<file path="config.mk">
export PLATFORM = sky130hd
export DESIGN_NAME = serial_det_arb
export DESIGN_NICKNAME = d
export VERILOG_FILES = /design/src/rtl/serial_det_arb.sv
export SDC_FILE = /design/constraint.sdc
export NUM_CORES = 1
export LEC_CHECK = 0
export BUFFER_PORTS_ARGS = -buffer_cell sky130_fd_sc_hd__buf_2
export CAP_MARGIN = 5
export CORE_AREA = 10 10 83 64
export CTS_CLUSTER_DIAMETER = 200
export DETAILED_ROUTE_END_ITERATION = 8
export DIE_AREA = 0 0 93 74
export PLACE_DENSITY = 0.6
export SYNTH_ARGS = -nofsm -noshare
export SYNTH_HDL_FRONTEND = slang
export SYNTH_SLANG_ARGS = --single-unit
</file>
<file path="constraint.sdc">
create_clock -name clk -period 2.4 [get_ports clk]
set_clock_uncertainty 0.1 [all_clocks]
set_input_delay 0.48 -clock clk [delete_from_list [all_inputs] [get_ports clk]]
set_output_delay 0.48 -clock clk [all_outputs]
set_load 0.01 [all_outputs]
</file>
<file path="src/rtl/serial_det_arb.sv">
// Round-robin arbiter sharing one bit-serial pattern detector between two requesters.
// A granted word is shifted MSB-first through the detector; overlapping matches are counted.
module serial_det_arb #(
  parameter int                DW   = 8,
  parameter int                PLEN = 3,
  parameter logic [PLEN-1:0]   PAT  = 3'b011,
  parameter int                CW   = 4
) (
  input  logic          clk,
  input  logic          rst,
  input  logic          req0,
  input  logic [DW-1:0] data0,
  input  logic          req1,
  input  logic [DW-1:0] data1,
  output logic          ack0,
  output logic          ack1,
  output logic          busy,
  output logic          bit_out,
  output logic          z,
  output logic          done,
  output logic          done_id,
  output logic [CW-1:0] match_cnt
);

  localparam int BW = (DW > 1) ? $clog2(DW) : 1;
  localparam int FW = $clog2(PLEN + 1);

  typedef enum logic [1:0] {IDLE, SHIFT, DONE} state_t;

  state_t            state_q, state_d;
  logic [DW-1:0]     shreg_q, shreg_d;
  logic [PLEN-2:0]   hist_q, hist_d;
  logic [FW-1:0]     fill_q, fill_d;
  logic [BW-1:0]     bcnt_q, bcnt_d;
  logic [CW-1:0]     cnt_q, cnt_d;
  logic              z_q, z_d;
  logic              cur_id_q, cur_id_d;
  logic              done_id_q, done_id_d;
  logic              last_id_q, last_id_d;
  logic              grant_id;
  logic              match;
  logic [PLEN-1:0]   window;

  always_ff @(posedge clk or posedge rst) begin
    if (rst) begin
      state_q   <= IDLE;
      shreg_q   <= '0;
      hist_q    <= '0;
      fill_q    <= '0;
      bcnt_q    <= '0;
      cnt_q     <= '0;
      z_q       <= 1'b0;
      cur_id_q  <= 1'b0;
      done_id_q <= 1'b0;
      last_id_q <= 1'b1;
    end else begin
      state_q   <= state_d;
      shreg_q   <= shreg_d;
      hist_q    <= hist_d;
      fill_q    <= fill_d;
      bcnt_q    <= bcnt_d;
      cnt_q     <= cnt_d;
      z_q       <= z_d;
      cur_id_q  <= cur_id_d;
      done_id_q <= done_id_d;
      last_id_q <= last_id_d;
    end
  end

  always_comb begin
    state_d   = state_q;
    shreg_d   = shreg_q;
    hist_d    = hist_q;
    fill_d    = fill_q;
    bcnt_d    = bcnt_q;
    cnt_d     = cnt_q;
    z_d       = 1'b0;
    cur_id_d  = cur_id_q;
    done_id_d = done_id_q;
    last_id_d = last_id_q;
    ack0      = 1'b0;
    ack1      = 1'b0;
    busy      = 1'b0;
    bit_out   = 1'b0;
    done      = 1'b0;
    match     = 1'b0;
    // On a tie the requester not served last wins; otherwise whoever is asking.
    grant_id  = (req0 && req1) ? ~last_id_q : req1;
    window    = {hist_q, shreg_q[DW-1]};

    case (state_q)
      IDLE: begin
        if (req0 || req1) begin
          shreg_d   = grant_id ? data1 : data0;
          cur_id_d  = grant_id;
          done_id_d = grant_id;
          cnt_d     = '0;
          hist_d    = '0;
          fill_d    = '0;
          bcnt_d    = '0;
          state_d   = SHIFT;
        end
      end
      SHIFT: begin
        busy    = 1'b1;
        bit_out = shreg_q[DW-1];
        match   = (fill_q >= FW'(PLEN - 1)) && (window == PAT);
        shreg_d = {shreg_q[DW-2:0], 1'b0};
        hist_d  = window[PLEN-2:0];
        if (fill_q != FW'(PLEN)) fill_d = fill_q + 1'b1;
        if (match) begin
          cnt_d = cnt_q + 1'b1;
          z_d   = 1'b1;
        end
        bcnt_d = bcnt_q + 1'b1;
        if (bcnt_q == BW'(DW - 1)) state_d = DONE;
      end
      DONE: begin
        busy      = 1'b1;
        done      = 1'b1;
        ack0      = ~cur_id_q;
        ack1      = cur_id_q;
        last_id_d = cur_id_q;
        state_d   = IDLE;
      end
      default: state_d = IDLE;
    endcase
  end

  assign z         = z_q;
  assign done_id   = done_id_q;
  assign match_cnt = cnt_q;

endmodule

</file>
## Yosys cells after proc, flatten, opt, wreduce, memory -nomap -nowiden

Index checks and enable logic that the tools add are counted.

| word-level totals | value |
|---|---|
| bits in registers | 24 |
| input bits | 20 |
| output and inout port bits | 11 |
| logic and storage cells | 58 |

| cells by class | value |
|---|---|
| add/subtract/negate cells | 3 |
| magnitude comparators | 1 |
| equality and inequality tests | 9 |
| multiplexer cells | 23 |
| bitwise logic cells | 2 |
| reductions and logical operators | 11 |

Operators by type and width:

| kind | number |
|---|---|
| two-way mux 8 bit | 2 |
| case mux 8 bit (2 select lines) | 1 |
| case mux 2 bit (2 select lines) | 3 |
| inequality test 2 bit, second input constant | 5 |
| two-way mux 1 bit | 8 |
| two-way mux 2 bit | 4 |
| two-way mux 4 bit | 2 |
| case mux 4 bit (2 select lines) | 1 |
| case mux 3 bit (2 select lines) | 1 |
| AND reduction 2 bit | 3 |
| AND reduction 3 bit | 2 |
| adder 4 x 1 -> 4 bit, second input constant | 1 |
| adder 3 x 1 -> 3 bit, second input constant | 1 |
| == test 3 x 2 -> 1 bit, second input constant | 1 |
| == test 3 bit, second input constant | 1 |
| two-way mux 3 bit | 1 |
| adder 2 x 1 -> 2 bit, second input constant | 1 |
| == test 2 x 1 -> 1 bit, second input constant | 1 |
| == test 2 bit, second input constant | 1 |
| greater-or-equal comparator 2 bit, second input constant | 1 |
| logical AND 1 bit | 2 |
| zero test 2 bit | 1 |
| NOT 1 bit | 2 |
| nonzero test 2 bit | 1 |
| other kinds (2) | 2 |

## Depth between registers and ports, before layout

| depth | value |
|---|---|
| word-level depth | 5 |
| mapped depth | 8 |
| gate-level depth less buffers | 6 |

## Worst setup path after synthesis

No wires, ideal clock.

| path | value |
|---|---|
| path kind | register -> register |
| start | register state_q[0] |
| end | register state_q[0] |
| setup time | 0.125 ns |
| arrival | 1.719 ns |
| data required time | 2.175 ns |
| slack | 0.457 ns |
| stages on the path, launching flop included | 7 |
| buffers on the path | 1 |
| clock period less this slack | 1.943 ns |
| path through | dfrtp_1 inv_1 ha_1 or3b_1 clkbuf_1 o21ai_0 mux2_2 |

| on the way | value |
|---|---|
| longest elaborated chain between the ends | 3 |
| elaborated cells on any way between the ends | 6 |
| those cells by class | 3 x eq/ne; 1 x mux; 2 x reduce/logical |

Ends and longest elaborated chain:

| element | line | text |
|---|---|---|
| from (decl) | 30 | `state_t state_q, state_d;` |
| from (signal assigned) | 57 | `state_q <= state_d;` |
| == test 2 x 1 -> 1 bit or zero test 2 bit (tied branches) | 91 | `case (state_q)` |
| inequality test 2 bit (no source line) | n/a |  |
| AND reduction 2 bit (no source line) | n/a |  |

Several ways; a longest one is shown, not always the timed one.
A chain may end at the register's enable or synchronous reset.

## Final worst setup path

| path | value |
|---|---|
| start | register state_q[0] |
| end | register cnt_q[2] (netlist: match_cnt[2]) |

| on the way | value |
|---|---|
| longest elaborated chain between the ends | 3 |
| elaborated cells on any way between the ends | 7 |
| those cells by class | 3 x eq/ne; 1 x mux; 3 x reduce/logical |

Ends and longest elaborated chain:

| element | line | text |
|---|---|---|
| == test 2 x 1 -> 1 bit or zero test 2 bit (tied branches) | 91 |  |
| inequality test 2 bit (no source line) or nonzero test 2 bit (tied branches) | n/a |  |
| AND reduction 3 bit (no source line) | n/a |  |
| to (signal assigned) | 62 | `cnt_q <= cnt_d;` |
| to (decl) | 35 | `logic [CW-1:0] cnt_q, cnt_d;` |

Several ways; a longest one is shown, not always the timed one.

==> results.yml <==
die:
  die_area_mm2: 0.00688
  io_pins: 31
  initial_utilization_pct: 33.6
  die_w_um: 93
  die-height_um: 74
  coreArea_mm2: 0.00376
  rows: 19
placement:
  pre_cts_ws_ps: 206
  placed_area_mm2: 0.00148
  gp_congestion: 0.774
  io_buffers: 30
  place_hpwl_um: 2230
  dpl.cell_count: 201
timing:
  slew_viol_final: 0
  clock.fmax_ghz: 0.479
  final.setup.worst_slack_ps: 311
  setup_viol: 0
  period_minus_slack_ps: 2090
  rsz0062_at_grt: "false"
  finalCritPeriodShare_pct: 87.0
  finalSetupTns_ps: 0
  worst_slew_pin_slew_ps: 591
  finalHoldViolCount: 0
  relSlewSlack_pct: 60.6
clocking:
  clkTransAtPathRegs_ps: 80
  numCtsBuffers: 3
  cts-resized-gates: 0
  htreeDepth: 1
  ctsHoldBuffers: 0
  cts.sinks: 24
  cts_tree: "built"
  cts_buffer_depth: 2
  postCtsSetupBuffers: 0
  clk_latency_ps: 260
  clockRootBuffer: "clkbuf_8"
synthesis:
  ys_warn_count: 0
  synth_flop_cell: "dfrtp_1"
  synth_area_per_cell_um2: 10.4
  synth_nets: 150
  synth-seq-area-share_pct: 47.7
  synthArstFlopShare_pct: 100
  syn_inst: 121
  synth-edff-count: 0
  synth_cell_type_count: 30
  syn-cell-area_mm2: 0.00126
  ys_ff_latch: 24
drt:
  first_pass_iters: 4
  dr_wl_met3_um: 195
  drt-total-wl_um: 2860
  dr.max_layer_used: "met4"
  first_iter_violations: 48
  vias_per_cell: 4.84
  num_vias: 992
  drt-met1-wl_um: 1460
  route.met2.wl_um: 1200
  drcViolationCount: 0
  wl_per_cell_um: 14.0
  ant_nets: 0
grt:
  grt_pass1_wl_um: 5000
  gr-total-overflow: 0
  grt_pass1_vias: 1097
  grt_max_degree: 25
  grt_antenna_before_repair: 0
  track_usage_pct: 8.74
finish:
  final_util_pct: 40.6
  final_nets: 183
  final_common_cell: "buf_2"
  diodes: 0
  drive_gt1_share_pct: 28.1
  stdcell_count: 205
  syn_to_final_growth_pct: 20.8
  most-common-layout-cells: "30 x buf_2, 23 x dfrtp_1, 13 x o21ai_0"
  fin_area_mm2: 0.00152
critical_path:
  timing.critical_path.from: "state_q[0]"
  critPathKind: "reg2reg"
  cp-end-kind: "register"
  arrival_ps: 2190
  worst-path-max-fanout: 12
  worstReg2RegEnd: "match_cnt[2]"
  r2r_cells: 6
  regToRegSetupSlack_ps: 310
  reg2reg_from: "state_q[0]"
  required_ps: 2500
  startpoint_type: "register"
pwr:
  vdd_drop_max_v: 0.000394
  seqPwrFrac_pct: 41.4
  p_comb_share_pct: 43.4
  p_per_area_mw_per_mm2: 1030
  p_switching_mw: 0.596
  intPower_mw: 0.976
  switching_share_pct: 37.9
  leakagePower_nw: 0.790
  power.share.clock_pct: 15.2
worst_hold_path:
  worst_hold_path_type: "in2async"
job:
  cap_viol_max_count: 0
status:
  status: "completed"
-- power by group through the flow --
stage	sequential [mW]	combinational, mW	clock, mW
after detailed placement	0.657	0.691	0
after global routing	0.672	0.791	0.267
final	0.651	0.682	0.239
after CTS	0.652	0.690	0.250
after global placement	0.651	0.659	0
after floorplan	0.641	0.510	0
-- critical path, cell delays in order (launching register included) --
cell and delay, ps:
dfrtp_1 380, inv_1 80, ha_1 280, or3b_4 340, o2111ai_1 260, or4b_1 520, nand2_1 70
-- cells by family (layout without fill, tap and decap cells) --
kind of cell	Yosys count	after routing	synth area share, %
simple gates	32	32	14.4
fa+ha+maj	9	9	8.93
buf+inv	11	43	3.57
compound gates	34	34	16.4
mux	11	11	9.03
flops	24	24	47.7
-- layer usage --
metal / vias up / global-route usage, %
li1: 503 / -
met1: 463 / 10.8
met2: 24 / 14.4
met3: 2 / 4.12
met4: 0 / 0.512
met5: - / 0
-- state kept, by name, indices dropped and copies added (netlist names) --
signal	count
bcnt_q	3
done_id	1
fill_q	2
hist_q	2
last_id_q	1
match_cnt	4
shreg_q	8
state_q	2
z	1
-- cell usage after synthesis, types with 5 or more instances --
cell type,instances,share of area (%)
nand2_1,7,2.1
and3_1,7,3.5
nand3_1,5,2.0
inv_1,6,1.8
a22o_1,5,3.5
mux2i_1,8,6.3
ha_1,9,8.9
o21ai_0,13,5.2
dfrtp_1,23,46
a21oi_1,10,4.0
-- worst max-delay path by stage --
stage	end	slack, ps	cells past startpoint
after floorplan	state_q[0]	460	6
after global placement	match_cnt[2]	310	6
after detailed placement	match_cnt[3]	210	6
after CTS	match_cnt[2]	180	6
after global routing	match_cnt[3]	70	6
final	match_cnt[2]	310	6
-- per-stage QoR --
stage | total power [mW] | hold slack, ps
4_1_cts | 1.59 | 153
2_1_floorplan | 1.15 | 342
6_report | 1.57 | 143
5_1_grt | 1.73 | 187
3_5_place_dp | 1.35 | 375
3_3_place_gp | 1.31 | 370
-- final cells by class --
| class | instances | area (um^2) |
|---|---|---|
| repair buffers | 33 | 173 |
| flip-flops and latches | 24 | 602 |
| fillers | 392 | 2230 |
| well taps | 52 | 65.1 |
| inverters | 6 | 22.5 |
| multi-input cells | 86 | 617 |
| clock buffers | 4 | 45.0 |
Power figures use the tool's default switching activity.
